===== src/rtl/hazard_unit_md_pkg.sv =====
// ----------------------------------------------------------------------------
// hazard_unit_md_pkg
// Shared constants for the hazard/forwarding controller and its mult/div
// busy tracker.
//   - T_NEW_IGNORE : "no result" T_new encoding at the default 2-bit width
//                    (the top level widens it to all-ones of TW bits)
//   - FWD_*        : forward-select encodings driven on fwd_D/fwd_E/fwd_M
//   - MD_*         : mult/div tracker FSM state encodings
//   - md_cnt_width : counter width able to hold the larger latency
// ----------------------------------------------------------------------------
package hazard_unit_md_pkg;

  localparam int unsigned TW_DEFAULT = 2;

  // All-ones means the instruction produces no register result.
  localparam logic [TW_DEFAULT-1:0] T_NEW_IGNORE = '1;

  // Forward-select encodings (2 bits per operand slot).
  localparam logic [1:0] FWD_DISABLE = 2'd0;  // use register-file / pipe value
  localparam logic [1:0] FWD_FROM_E  = 2'd1;  // DE stage PC+8 (link value)
  localparam logic [1:0] FWD_FROM_M  = 2'd2;  // EM stage ALU result
  localparam logic [1:0] FWD_FROM_W  = 2'd3;  // MW stage write-back data

  // Mult/div tracker states; kept as plain 1-bit constants so older
  // netlists that probe the state register still line up.
  localparam logic [0:0] MD_IDLE = 1'b0;
  localparam logic [0:0] MD_BUSY = 1'b1;

  // Down-counter width: large enough for whichever latency is longer, so a
  // configuration with MULT_LAT > DIV_LAT still loads correctly.
  function automatic int md_cnt_width(input int mult_lat, input int div_lat);
    int max_lat;
    max_lat = (mult_lat > div_lat) ? mult_lat : div_lat;
    return (max_lat < 1) ? 1 : $clog2(max_lat + 1);
  endfunction

endpackage : hazard_unit_md_pkg


===== src/rtl/hazard_unit_md_md_busy_tracker.sv =====
// ----------------------------------------------------------------------------
// md_busy_tracker
// Tracks the multi-cycle multiply/divide unit. A start pulse loads a
// down-counter with the selected latency; md_busy is high for exactly that
// many cycles, beginning the cycle after the start edge.
// Ports:
//   clk        in  pipeline clock
//   reset      in  asynchronous, active-low reset (aborts any operation)
//   md_start   in  E-stage instruction starts mult/div this cycle
//   md_is_div  in  1 = divide latency, 0 = multiply latency
//   md_busy    out mult/div unit busy
// Both latency parameters must be at least 1.
// ----------------------------------------------------------------------------
module md_busy_tracker
  import hazard_unit_md_pkg::*;
#(
  parameter int MULT_LAT = 5,
  parameter int DIV_LAT  = 10
) (
  input  logic clk,
  input  logic reset,
  input  logic md_start,
  input  logic md_is_div,
  output logic md_busy
);

  localparam int CW = md_cnt_width(MULT_LAT, DIV_LAT);
  localparam logic [CW-1:0] MULT_CNT = CW'(MULT_LAT);
  localparam logic [CW-1:0] DIV_CNT  = CW'(DIV_LAT);
  localparam logic [CW-1:0] CNT_LAST = CW'(1);

  logic [0:0]    state_reg, state_next;
  logic [CW-1:0] cnt_reg, cnt_next;

  always_comb begin
    state_next = state_reg;
    cnt_next   = cnt_reg;
    if (md_start) begin
      // A start while already busy only happens if D failed to stall; the
      // newest operation owns HI/LO, so its latency replaces the old one.
      state_next = MD_BUSY;
      cnt_next   = md_is_div ? DIV_CNT : MULT_CNT;
    end else if (state_reg == MD_BUSY) begin
      cnt_next = cnt_reg - 1'b1;
      if (cnt_reg == CNT_LAST) begin
        state_next = MD_IDLE;
      end
    end
  end

  always_ff @(posedge clk or negedge reset) begin
    if (!reset) begin
      state_reg <= MD_IDLE;
      cnt_reg   <= '0;
    end else begin
      state_reg <= state_next;
      cnt_reg   <= cnt_next;
    end
  end

  assign md_busy = (state_reg == MD_BUSY);

endmodule : md_busy_tracker


===== src/rtl/hazard_unit_md.sv =====
// ----------------------------------------------------------------------------
// hazard_unit_md
// Hazard and forwarding controller for the five-stage pipeline, generalised
// over operand-slot count and T_new/T_use width, with a mult/div busy
// tracker and a saturating stall-cycle counter.
// Ports:
//   clk, reset                   clock, asynchronous active-low reset
//   D_src/E_src/M_src            per-stage source registers, slot i at [5i+4:5i]
//   D_T_use                      D-stage T_use per slot, slot i at [TWi+TW-1:TWi]
//   {E,M,W}_wr_num/_wr_en/_T_new per-stage destination, enable, T_new
//   D_md_use                     D instruction touches HI/LO or starts mult/div
//   E_md_start, E_md_is_div      E instruction starts mult/div (and which)
//   stall                        freeze PC/FD, clear DE
//   md_busy                      mult/div unit busy
//   fwd_D/fwd_E/fwd_M            2-bit forward select per slot
//   stall_cnt                    total stalled cycles, saturating
// ----------------------------------------------------------------------------
module hazard_unit_md
  import hazard_unit_md_pkg::*;
#(
  parameter int SRC_NUM  = 2,
  parameter int TW       = 2,
  parameter int MULT_LAT = 5,
  parameter int DIV_LAT  = 10,
  parameter int CNT_W    = 32
) (
  input  logic                  clk,
  input  logic                  reset,
  input  logic [SRC_NUM*5-1:0]  D_src,
  input  logic [SRC_NUM*TW-1:0] D_T_use,
  input  logic [SRC_NUM*5-1:0]  E_src,
  input  logic [SRC_NUM*5-1:0]  M_src,
  input  logic [4:0]            E_wr_num,
  input  logic [4:0]            M_wr_num,
  input  logic [4:0]            W_wr_num,
  input  logic                  E_wr_en,
  input  logic                  M_wr_en,
  input  logic                  W_wr_en,
  input  logic [TW-1:0]         E_T_new,
  input  logic [TW-1:0]         M_T_new,
  input  logic [TW-1:0]         W_T_new,
  input  logic                  D_md_use,
  input  logic                  E_md_start,
  input  logic                  E_md_is_div,
  output logic                  stall,
  output logic                  md_busy,
  output logic [SRC_NUM*2-1:0]  fwd_D,
  output logic [SRC_NUM*2-1:0]  fwd_E,
  output logic [SRC_NUM*2-1:0]  fwd_M,
  output logic [CNT_W-1:0]      stall_cnt
);

  // T_NEW_IGNORE widened to the configured T_new width.
  localparam logic [TW-1:0] T_IGNORE = '1;
  localparam logic [TW-1:0] T_ZERO   = '0;

  // Register 0 is hard-wired, so a write to it is never a real producer.
  logic e_wr_live, m_wr_live, w_wr_live;
  assign e_wr_live = E_wr_en && (E_wr_num != 5'd0);
  assign m_wr_live = M_wr_en && (M_wr_num != 5'd0);
  assign w_wr_live = W_wr_en && (W_wr_num != 5'd0);

  // A producer can only forward once its result exists (T_new == 0).
  logic e_ready, m_ready, w_ready;
  assign e_ready = (E_T_new == T_ZERO);
  assign m_ready = (M_T_new == T_ZERO);
  assign w_ready = (W_T_new == T_ZERO);

  logic [SRC_NUM-1:0] e_d_stall;
  logic [SRC_NUM-1:0] m_d_stall;

  genvar gi;
  generate
    for (gi = 0; gi < SRC_NUM; gi++) begin : g_slot
      logic [4:0]    d_src_i, e_src_i, m_src_i;
      logic [TW-1:0] d_t_use_i;
      logic          e_d_match, m_d_match, m_e_match, w_e_match, w_m_match;

      assign d_src_i   = D_src[5*gi +: 5];
      assign e_src_i   = E_src[5*gi +: 5];
      assign m_src_i   = M_src[5*gi +: 5];
      assign d_t_use_i = D_T_use[TW*gi +: TW];

      assign e_d_match = e_wr_live && (E_wr_num == d_src_i);
      assign m_d_match = m_wr_live && (M_wr_num == d_src_i);
      assign m_e_match = m_wr_live && (M_wr_num == e_src_i);
      assign w_e_match = w_wr_live && (W_wr_num == e_src_i);
      assign w_m_match = w_wr_live && (W_wr_num == m_src_i);

      // Stall when the result arrives later than this operand needs it.
      // W-stage results are always ready, so W never contributes.
      assign e_d_stall[gi] = e_d_match && (E_T_new > d_t_use_i) && (E_T_new != T_IGNORE);
      assign m_d_stall[gi] = m_d_match && (M_T_new > d_t_use_i) && (M_T_new != T_IGNORE);

      // Priority order gives the youngest producer precedence.
      assign fwd_D[2*gi +: 2] = (e_d_match && e_ready) ? FWD_FROM_E :
                                (m_d_match && m_ready) ? FWD_FROM_M :
                                                         FWD_DISABLE;
      assign fwd_E[2*gi +: 2] = (m_e_match && m_ready) ? FWD_FROM_M :
                                (w_e_match && w_ready) ? FWD_FROM_W :
                                                         FWD_DISABLE;
      assign fwd_M[2*gi +: 2] = (w_m_match && w_ready) ? FWD_FROM_W :
                                                         FWD_DISABLE;
    end
  endgenerate

  logic reg_stall;
  logic md_stall;

  assign reg_stall = (|e_d_stall) || (|m_d_stall);

  md_busy_tracker #(
    .MULT_LAT (MULT_LAT),
    .DIV_LAT  (DIV_LAT)
  ) u_md_busy_tracker (
    .clk       (clk),
    .reset     (reset),
    .md_start  (E_md_start),
    .md_is_div (E_md_is_div),
    .md_busy   (md_busy)
  );

  // The start cycle itself must also block a HI/LO consumer in D, since
  // md_busy only rises on the following cycle.
  assign md_stall = D_md_use && (E_md_start || md_busy);
  assign stall    = reg_stall || md_stall;

  logic [CNT_W-1:0] stall_cnt_reg;

  always_ff @(posedge clk or negedge reset) begin
    if (!reset) begin
      stall_cnt_reg <= '0;
    end else if (stall && (stall_cnt_reg != {CNT_W{1'b1}})) begin
      stall_cnt_reg <= stall_cnt_reg + 1'b1;
    end
  end

  assign stall_cnt = stall_cnt_reg;

endmodule : hazard_unit_md

===== config.mk =====
export PLATFORM = sky130hd
export DESIGN_NAME = hazard_unit_md
export DESIGN_NICKNAME = d
export VERILOG_FILES = /design/src/rtl/hazard_unit_md_pkg.sv /design/src/rtl/hazard_unit_md_md_busy_tracker.sv /design/src/rtl/hazard_unit_md.sv
export SDC_FILE = /design/constraint.sdc
export NUM_CORES = 1
export LEC_CHECK = 0
export CORE_UTILIZATION = 31
export DETAILED_ROUTE_END_ITERATION = 10
export GPL_TIMING_DRIVEN = 0
export PLACE_DENSITY = 0.64
export RECOVER_POWER = 25
export SLEW_MARGIN = 20
export SYNTH_ARGS = -nofsm -noshare
export SYNTH_HDL_FRONTEND = slang
export SYNTH_HIERARCHICAL = 1
export SYNTH_SLANG_ARGS = --single-unit

===== constraint.sdc =====
create_clock -name clk -period 2.8 [get_ports clk]
set_clock_uncertainty 0.15 [all_clocks]
set_input_delay 0.56 -clock clk [delete_from_list [all_inputs] [get_ports clk]]
set_output_delay 0.56 -clock clk [all_outputs]
set_load 0.02 [all_outputs]

Yosys cells after proc, flatten, opt, wreduce, memory -nomap -nowiden. Index checks and enable logic that the tools add are counted.

Equal/unequal tests: 14. Reduce and logical (&&, ||, !) cells: 45. Mux-type cells: 16. Add/subtract/negate cells: 2. Magnitude comparators: 4.

Operators by type and width (count): $eq 5x5->1 (10); $logic_and 1x1->1 (33); $add 32x1->32 const B (1); $ne 32x32->1 const B (1); $mux 2 (10); $reduce_bool 5->1 (3); $mux 4 (3); $gt 2x2->1 (4); $logic_not 2->1 (3); $eq 4x1->1 const B (1); $ne 2x2->1 const B (2); $reduce_or 2->1 (2); $sub 4x1->4 const B (1); $logic_or 1x1->1 (3); $mux 1 (3); $reduce_bool 2->1 (1).

Register bits: 37. Input port bits: 63. Output and inout port bits: 46. Logic and storage cells: 84.

Logic depth before layout (Yosys ltp). Gate-level depths: netlist of the first run.

Depth after elaboration: 9. Mapped depth: 11. Mapped depth without buffers: 10.

Cells and area by module. Netlist of the first run, hierarchy kept.

Modules (own cells, without submodules): hazard_unit_md (cells an instance 280, times used 1, area an instance 2583.7 um^2, seq. area each 800.8 um^2); md_busy_tracker (cells an instance 24, times used 1, area an instance 271.5 um^2, seq. area each 125.1 um^2).

Least setup slack after synthesis of the first run. OpenSTA, ideal clock, no wires.

Kind: input port to output port. Start: input W_wr_num[1]. End: output fwd_M[3]. Required time: 2.090 ns. Cell stages on the path: 5. Path slack: -0.054 ns. Arrival: 2.144 ns. Path buffers: 2. Cell sequence: clkbuf_1 or4_1 o211ai_1 nor4_1 buf_4.

Longest elaborated chain between the ends: 5. Elaborated cells between the ends (all ways): 6. Classes of those cells: eq/ne (1); mux (1); reduce/logical (4).

RTL lines: start, declared (RTL line hazard_unit_md.sv:35) `input logic [4:0] W_wr_num,`; $reduce_bool 5->1 (RTL line hazard_unit_md.sv:61) `assign w_wr_live = W_wr_en && (W_wr_num != 5'd0);`; $logic_and 1x1->1 (RTL line hazard_unit_md.sv:61); $logic_and 1x1->1 (*) (RTL line hazard_unit_md.sv:88) `assign w_m_match = w_wr_live && (W_wr_num == m_src_i);`; $logic_and 1x1->1 (*) (RTL line hazard_unit_md.sv:102) `assign fwd_M[2*gi +: 2] = (w_m_match && w_ready) ? FWD_FROM_W :`; $mux 2 (*) (RTL line hazard_unit_md.sv:102); end, declared (RTL line hazard_unit_md.sv:49) `output logic [SRC_NUM*2-1:0] fwd_M,`.

Every way passes the cells marked *; elsewhere a longest branch is shown, timed or not.

Worst setup path after layout of the first run.
Start: input D_T_use[3]. End: output stall.

Longest elaborated chain between the ends: 6. Elaborated cells between the ends (all ways): 10. Classes of those cells: order compare (2); reduce/logical (8).

RTL lines: start, declared (RTL line hazard_unit_md.sv:30) `input logic [SRC_NUM*TW-1:0] D_T_use,`; $gt 2x2->1, on equally long branches (RTL line hazard_unit_md.sv:92, hazard_unit_md.sv:93); $logic_and 1x1->1, on equally long branches (2 in series) (RTL line hazard_unit_md.sv:92, hazard_unit_md.sv:93); $reduce_or 2->1 (RTL line hazard_unit_md.sv:110) `assign reg_stall = (|e_d_stall) || (|m_d_stall);`; $logic_or 1x1->1 (*) (RTL line hazard_unit_md.sv:110); $logic_or 1x1->1 (*) (RTL line hazard_unit_md.sv:126) `assign stall = reg_stall || md_stall;`; end, declared (RTL line hazard_unit_md.sv:45) `output logic stall,`.

Marked as above.

==> impl_metrics.json, run 1 <==
{
  "count_of_unresolved_drc_violations_after_routing": 7,
  "syn-mean-instance-area_um2": 9.39,
  "post-synth-top-area-cell": "dfrtp_1",
  "cp-start-kind": "primary input",
  "viasPerCell": 4.97,
  "worst_slew_margin_rel": 0.217,
  "maxSlewViolCount": 0,
  "cellInternalPower_w": 0.00124,
  "power_frac_seq": 0.386,
  "final_cells": 525,
  "most-common-layout-cells": "clkdlybuf4s50_1 (60), xor2_1 (45), dfrtp_1 (37), xnor2_1 (36), nand2_1 (24)",
  "rsz_0062_raised_after_global_routing": "no",
  "crit_path_max_fanout": 2,
  "hold_ws_ns": 0.218,
  "dpl.hpwl_um": 5880,
  "finalSetupTns_ns": 0,
  "critPathRequiredTime_ns": 2.09,
  "total_global_route_track_usage": 0.166,
  "path_class_of_the_lowest_slack_min_delay_path": "primary input to asynchronous set/reset pin",
  "clk_pin_slew_ns": 0.07,
  "leakage_power_total_nw": 1.81,
  "antenna_violating_nets_post_route": 0,
  "numPortBuffers": 98,
  "synth-seq-area-share": 0.324,
  "fmax_mhz": 363,
  "power.net_switching_w": 0.000651,
  "insertion_delay_ns": 0.29,
  "cts_made_buffers": 5,
  "power.share.clock": 0.254,
  "die_h_um": 98.0,
  "postRouteWirelength_um": 7810,
  "violations": "DRC",
  "cells_taking_the_most_area_after_synthesis": "dfrtp_1 (32%), xor2_1 (14%), xnor2_1 (11%)",
  "worstPathArrival_ns": 2.05,
  "gp_routability_congestion": 0.845,
  "clock-sinks": 37,
  "vias": 2610,
  "die-area_um2": 9600,
  "insertedDiodeCount": 0,
  "setup_violations": 0,
  "fp-row-count": 34,
  "outcome": "finished with violations",
  "drv_cap": 0,
  "max-vdd-ir-drop_mv": 0.199,
  "dp_worst_setup_slack_ns": -0.950,
  "worst_setup_path_category": "primary input to output pin",
  "worst_setup_path_end_kind": "output pin",
  "final.period_utilization": 0.984,
  "dp.cells": 511,
  "sw_frac_of_total": 0.344,
  "synth_cells": 304,
  "synth_cell_type_count": 39,
  "routedWlPerCell_um": 14.9,
  "mostFrequentLayoutCell": "clkdlybuf4s50_1",
  "synth.ff_latch_count": 37,
  "vias_in_the_first_global_route": 2691,
  "minimum_period_implied_by_the_final_worst_setup_slack_ns": 2.76,
  "combinational_share_of_power": 0.360,
  "cts_buffer_depth": 2,
  "num_io_pins": 109,
  "initialDrtViolationCount": 59,
  "wire_length_of_the_first_global_routing_pass_um": 13000,
  "initial_utilization": 0.324,
  "grt_remaining_overflow": 0,
  "post_route_cells_drive_above_1_share": 0.218,
  "power_density_nw_per_um2": 437,
  "dr.pass1.iters": 9,
  "htree_num_levels": 2,
  "post-route-util": 0.491,
  "core-area_um2": 8810,
  "area_growth_pct": 51.6,
  "nNetsFinal": 490,
  "chipWidth_um": 98.0,
  "holdBufCountCts": 0,
  "setup_ws_ns": 0.0445,
  "clock_tree_from_tritoncts": "built",
  "synth.cell_area_um2": 2860,
  "slew_worst_pin_ns": 1.17,
  "cts_root_buf": "clkbuf_8",
  "synth_nets": 378,
  "finalHoldViolCount": 0,
  "largest_reg_flops": 32,
  "grt_start_max_net_pins": 22,
  "ys_warn_count": 6,
  "antenna_found_initial": 0,
  "synthDominantCellAreaShare": 0.324
}
cells by family (layout without fill, tap and decap cells):
logic type | count (synthesis) | after routing | synth area share
AO/OA/AOI/OAI | 20 | 20 | 0.0447
flip-flops | 37 | 37 | 0.324
adder cells (fa/ha/maj) | 11 | 11 | 0.0482
XOR/XNOR | 81 | 81 | 0.248
buffers and inverters | 24 | 137 | 0.0456
AND/OR/NAND/NOR | 127 | 127 | 0.273
multiplexers | 4 | 4 | 0.0158
critical path, cell delays in order:
cell           delay (ns)
dlygate4sd2_1        0.23
inv_1                0.10
ha_4                 0.21
nor2b_1              0.13
o21ai_1              0.19
nor4_2               0.06
o21ai_1              0.14
and3_4               0.25
inv_8                0.04
buf_6                0.12
timing repair:
item	4_1_cts	5_1_grt
setup endpoints to repair	15	32
resized for setup	119	46
pin swaps	22	26
buffers inserted	5	2
metrics by stage:
stage / total power [W] / area [um2]
2_1_floorplan: 0.00106 / 2870
3_3_place_gp: 0.00137 / 3980
3_5_place_dp: 0.00139 / 4010
4_1_cts: 0.00190 / 4240
5_1_grt: 0.00200 / 4330
6_report: 0.00189 / 4330
synth_stat cells, drive strengths merged:
cell type	n
mux2	4
inv	8
o31a	1
dfrtp	37
nor2b	4
xnor2	36
o211ai	1
xor2	45
nand3	23
o21a	3
nor3b	2
nor3	16
nor4	16
nand4	8
o21ai	10
and4	2
and3	5
nand2	25
or3	4
nor2	13
a21oi	1
nand3b	1
clkbuf	4
ha	11
a21o	2
a31o	2
buf	12
and2	1
nor4b	3
or4	4
per-layer routing:
| metal | share of wire | up-vias | global-route usage |
|---|---|---|---|
| met5 | 0 | - | 0 |
| met4 | 0.011 | 0 | 0.0524 |
| met3 | 0.061 | 7 | 0.0379 |
| met2 | 0.49 | 99 | 0.282 |
| met1 | 0.44 | 1226 | 0.208 |
| li1 | - | 1278 | - |
final timing paths:
check | from | to | slack (ns) | cells past startpoint
setup / recovery | D_T_use[3] | stall | 0.04 | 10
min in group clk | stall_cnt[16] | stall_cnt[16] | 0.34 | 1
max in group asynchronous | reset | stall_cnt[8] | 0.72 | 2
hold reg to reg | stall_cnt[16] | stall_cnt[16] | 0.34 | 1
setup reg to reg | stall_cnt[6] | stall_cnt[6] | 0.18 | 7
hold / removal | reset | stall_cnt[1] | 0.22 | 1
power groups by stage:
stage                     combinational [W]  clock (W)  sequential, W
after CTS                          0.000674   0.000496       0.000730
final                              0.000681   0.000480       0.000729
after floorplan                    0.000267          0       0.000793
after detailed placement           0.000649          0       0.000741
after global placement             0.000628          0       0.000737
after global routing               0.000739   0.000507       0.000750
final cells by class:
class | count | area [um2]
buffer | 15 | 104
timing repair buffer | 106 | 976
clock buffer | 7 | 86.3
tap | 108 | 135
sequential | 37 | 926
inverter | 8 | 37.5
multi-input combinational | 243 | 2030
fill | 805 | 4480
clock inverter | 1 | 30.0
Power figures use the tool's default switching activity.
==> run 2: changes to the inputs <==
- SKIP_LAST_GASP: default -> 1
==> run 2 against run 1 <==
The run still ends with DRC left. Hold slack better by 0.0010 ns. Clock power barely moved. Sequential power barely moved. Critical path type unchanged. Largest power group unchanged. Highest routed layer unchanged.
==> impl_metrics.json, run 2 (same netlist as run 1, synthesis figures left out) <==
{
  "outcome": "finished with violations",
  "violations": "DRC",
  "largest_reg_flops": 32,
  "max_stage_delay_ns": 0.52,
  "max-vdd-ir-drop_mv": 0.200,
  "most-common-layout-cells": "clkdlybuf4s50_1 (60), xor2_1 (45), dfrtp_1 (37), xnor2_1 (36), nand2_1 (24)",
  "die_h_um": 98.0,
  "nNetsFinal": 491,
  "num_io_pins": 109,
  "viasPerCell": 4.97,
  "leakage_power_total_nw": 1.84,
  "power_density_nw_per_um2": 437,
  "finalHoldViolCount": 0,
  "postRouteWirelength_um": 7840,
  "global_route.usage.met3": 0.0379,
  "groute.layer.met2.usage": 0.280,
  "dp.cells": 511,
  "worst_setup_path_category": "primary input to output pin",
  "setup_violations": 0,
  "clk_pin_slew_ns": 0.07,
  "core-area_um2": 8810,
  "final_cells": 526,
  "worst-r2r-setup-slack_ns": 0.18,
  "final.period_utilization": 0.991,
  "path_class_of_the_lowest_slack_min_delay_path": "primary input to asynchronous set/reset pin",
  "drv_cap": 0,
  "initial_utilization": 0.324,
  "insertedDiodeCount": 0,
  "wire_length_of_the_first_global_routing_pass_um": 12900,
  "antenna_found_initial": 0,
  "maxSlewViolCount": 0,
  "crit_path_max_fanout": 3,
  "filler_cell_count": 803,
  "area_growth_pct": 52.0,
  "standard_cell_with_the_maximum_stage_delay_on_the_critical_path": "or4_4",
  "worstPathArrival_ns": 2.07,
  "finalSetupTns_ns": 0,
  "cts_made_buffers": 5,
  "count_of_unresolved_drc_violations_after_routing": 7,
  "rr_startpoint": "stall_cnt[6]",
  "clock_tree_from_tritoncts": "built",
  "grt_start_max_net_pins": 22,
  "fmax_mhz": 360,
  "dpl.hpwl_um": 5880,
  "cts_buffer_depth": 2,
  "post_route_cells_drive_above_1_share": 0.227,
  "dr.pass1.iters": 9,
  "slew_worst_pin_ns": 1.15,
  "critPathRequiredTime_ns": 2.09,
  "mostFrequentLayoutCell": "clkdlybuf4s50_1",
  "chipWidth_um": 98.0,
  "minimum_period_implied_by_the_final_worst_setup_slack_ns": 2.78,
  "routedWlPerCell_um": 14.9,
  "vias": 2616,
  "grt_remaining_overflow": 0,
  "total_global_route_track_usage": 0.165,
  "fp-row-count": 34,
  "antenna_violating_nets_post_route": 0,
  "clock-sinks": 37,
  "cp-start-kind": "primary input",
  "insertion_delay_ns": 0.29,
  "numPortBuffers": 98,
  "gp_routability_congestion": 0.845,
  "worstPathCellList": "clkdlybuf4s15_1, or4_4, o21ai_4, a21oi_1, o21ai_1, and3_4, inv_8, buf_6",
  "initialDrtViolationCount": 59,
  "worst_setup_path_end_kind": "output pin",
  "die-area_um2": 9600,
  "crit-reg2reg-capture": "stall_cnt[6]",
  "cts_root_buf": "clkbuf_8",
  "worst_slew_margin_rel": 0.233,
  "grt_most_used_layer": "met2",
  "vias_in_the_first_global_route": 2677,
  "timing.reg2reg.worst_path_depth": 7,
  "htree_num_levels": 2,
  "globalRouteMet1Util": 0.208,
  "rsz_0062_raised_after_global_routing": "yes"
}
-- run 2: cell types whose count changed in the layout (fill, tap and decap cells not counted), sizes merged --
cell,change
clkbuf,+1
buf,+1
dlygate4sd2,-1
dlymetal6s2s,+2
clkdlybuf4s15,-2
-- run 2: how the worst max path moves through the flow --
| stage | start | endpoint |
|---|---|---|
| floorplan | W_wr_num[1] | fwd_M[3] |
| CTS | D_src[1] | stall |
| finish | E_wr_num[3] | stall |
| detailed placement | M_T_new[0] | stall |
| global route | W_wr_num[1] | fwd_M[1] |
| global placement | M_T_new[0] | stall |
-- run 2: what timing repair did --
item / in CTS / in global routing
resized for setup: 113 / 51
pin swaps: 22 / 31
buffers inserted: 5 / 3
endpoints found under the setup margin: 15 / 32
hold endpoints to repair: 0 / 0
hold buffers: 0 / 0
-- run 2: layout make-up --
cell class	instances	area (um2)	area share
Tap cell	108	135	0.0311
Multi-Input combinational cell	243	2050	0.472
Timing Repair Buffer	107	976	0.225
Buffer	15	100	0.0231
Clock buffer	7	86.3	0.0199
Sequential cell	37	926	0.213
Inverter	8	37.5	0.00865
Clock inverter	1	30.0	0.00692
-- run 2: worst max-delay path, delay by kind of cell --
family,cells,cell delay (ns)
and+or+nand+nor,2,0.77
buffers and inverters,3,0.40
AOI/OAI and AO/OA,3,0.33
-- run 2: stage by stage --
step                hold WS (ns)  setup slack [ns]  total power, W  instance area, um2   util
floorplan                  0.114           -0.0537         0.00106                2870      -
global placement           0.326            -0.935         0.00137                3980  0.452
detailed placement         0.335            -0.950         0.00139                4010  0.455
CTS                       0.0565           -0.0912         0.00190                4220  0.480
global route               0.305           -0.0209         0.00200                4340  0.493
finish                     0.219            0.0244         0.00190                4340  0.493
-- run 2: metal layers --
layer,part of all wire,vias to the layer above
met5,0,-
met4,0.014,0
met3,0.061,9
met2,0.49,101
met1,0.44,1224
li1,-,1282
-- run 2: report_power, final --
| part | total, W | internal [W] | switching (W) |
|---|---|---|---|
| logic | 0.000687 | 0.000339 | 0.000348 |
| clock network | 0.000481 | 0.000291 | 0.000190 |
| registers | 0.000728 | 0.000613 | 0.000115 |
==> run 3: changes to the inputs <==
- CAP_MARGIN: default -> 10
- CORE_UTILIZATION: 31 -> 45
- PLACE_DENSITY: 0.64 -> 0.86
==> run 3 against run 2 <==
The run ends with setup timing left. Via count up 4.9%. Register-to-register slack better by 0.06 ns. Largest cell class unchanged. Critical path depth grew 1. Critical path type unchanged. Total power is 5.9% lower. Global-route usage grew 6.9 points.
==> impl_metrics.json, run 3 (same netlist as run 1, synthesis figures left out) <==
{
  "htree_num_levels": 2,
  "clock-sinks": 37,
  "slew_worst_pin_ns": 1.15,
  "finalHoldViolCount": 0,
  "dpl_cell_area_um2": 3970,
  "postRouteWirelength_um": 8060,
  "setup_ws_ns": -0.117,
  "maxSlewViolCount": 0,
  "wire_length_of_the_first_global_routing_pass_um": 12200,
  "antenna_found_initial": 0,
  "worstPathCellList": "clkdlybuf4s50_1, xnor2_1, nand2_1, nor4_2, o21ai_1, and3_1, buf_6, inv_8, buf_6",
  "mostFrequentLayoutCell": "clkdlybuf4s50_1",
  "most-common-layout-cells": "clkdlybuf4s50_1 (62), xor2_1 (45), dfrtp_1 (37), xnor2_1 (36), nand2_1 (25)",
  "fin_area_um2": 4280,
  "rsz_0062_raised_after_global_routing": "yes",
  "fp-row-count": 28,
  "max-vdd-ir-drop_mv": 0.366,
  "nNetsFinal": 491,
  "path_class_of_the_lowest_slack_min_delay_path": "primary input to asynchronous set/reset pin",
  "leakage_power_total_nw": 1.85,
  "worst_setup_path_end_kind": "output pin",
  "dpl.hpwl_um": 5930,
  "met3WireLength_um": 490,
  "cts_made_buffers": 5,
  "cp-start-kind": "primary input",
  "minimum_period_implied_by_the_final_worst_setup_slack_ns": 2.92,
  "holdBufCountCts": 0,
  "finalSetupTns_ns": -0.117,
  "largest_reg_flops": 32,
  "chipWidth_um": 81.7,
  "wl_met2_um": 4350,
  "worstPathArrival_ns": 2.21,
  "outcome": "finished with violations",
  "worst_setup_path_category": "primary input to output pin",
  "filler_cell_count": 450,
  "path_common_cell": "buf_6",
  "insertion_delay_ns": 0.29,
  "gp_routability_congestion": 0.860,
  "cts_root_buf": "clkbuf_8",
  "die-area_um2": 6670,
  "fmax_mhz": 343,
  "clock_tree_from_tritoncts": "built",
  "register_area_um2": 926,
  "setup_violations": 1,
  "cts_buffer_depth": 2,
  "standard_cell_with_the_maximum_stage_delay_on_the_critical_path": "clkdlybuf4s50_1",
  "met1_length_um": 3080,
  "count_of_unresolved_drc_violations_after_routing": 0,
  "total_global_route_track_usage": 0.234,
  "initialDrtViolationCount": 86,
  "critPathBufInv": 4,
  "grt_start_max_net_pins": 22,
  "worst_slew_margin_rel": 0.236,
  "final.period_utilization": 1.04,
  "area_of_combinational_cells_with_multiple_inputs_um2": 2030,
  "die_h_um": 81.7,
  "critical_path.top_delay_family": "buffers and inverters",
  "hold_ws_ns": 0.213,
  "vias_in_the_first_global_route": 2778,
  "clk_pin_slew_ns": 0.08,
  "top_layer_used": "met4",
  "dr.pass1.iters": 4,
  "insertedDiodeCount": 0,
  "antenna_violating_nets_post_route": 0,
  "vias": 2743,
  "grt_remaining_overflow": 0,
  "drv_cap": 0,
  "post_route_cells_drive_above_1_share": 0.218,
  "post-route-util": 0.710,
  "power_density_nw_per_um2": 417,
  "viasPerCell": 5.58,
  "initial_utilization": 0.474,
  "violations": "setup timing",
  "core-area_um2": 6030,
  "crit_path_max_fanout": 2,
  "numPortBuffers": 98,
  "area_growth_pct": 49.7,
  "routedWlPerCell_um": 16.4,
  "max_stage_delay_ns": 0.53,
  "critPathRequiredTime_ns": 2.09,
  "num_io_pins": 109
}
==> run 3: worst paths after layout <==
kind,startpoint,to,slack [ns],depth (start not counted)
max in group asynchronous,reset,stall_cnt[3],0.74,2
setup / recovery,D_src[6],stall,-0.12,9
hold reg to reg,stall_cnt[31],stall_cnt[31],0.34,1
hold / removal,reset,stall_cnt[9],0.21,1
setup reg to reg,stall_cnt[0],stall_cnt[15],0.24,7
min in group clk,stall_cnt[31],stall_cnt[31],0.34,1
==> run 3: repair_timing <==
| action | 4_1_cts | 5_1_grt |
|---|---|---|
| gates resized for setup | 91 | 52 |
| hold endpoints to repair | 0 | 0 |
| setup buffers | 3 | 4 |
| pin swaps | 11 | 19 |
| setup endpoints to repair | 15 | 38 |
==> run 3: per-stage QoR <==
step / power, W / setup WS (ns) / cells
after CTS: 0.00177 / -0.196 / 488
final: 0.00178 / -0.117 / 492
after floorplan: 0.00106 / -0.0537 / 304
after global placement: 0.00136 / -0.883 / 477
after detailed placement: 0.00139 / -0.901 / 478
after global routing: 0.00188 / -0.154 / 492
==> run 3: layer usage <==
metal | up-vias | global-route usage
li1 | 1291 | -
met1 | 1321 | 0.263
met2 | 117 | 0.438
met3 | 14 | 0.0467
met4 | 0 | 0.0772
met5 | - | 0
==> run 3: power by group <==
| group | switching (W) | internal, W |
|---|---|---|
| Combinational | 0.000353 | 0.000343 |
| Sequential | 0.000118 | 0.000613 |
| Clock | 0.000186 | 0.000172 |
| Total | 0.000657 | 0.00113 |
==> run 3: layout make-up <==
cell class,instances,share of cell area
buffer,16,0.0260
sequential,37,0.217
clock buffer,6,0.0170
multi-input combinational,243,0.476
tap,75,0.0219
inverter,8,0.00878
clock inverter,1,0.00205
timing repair buffer,106,0.232
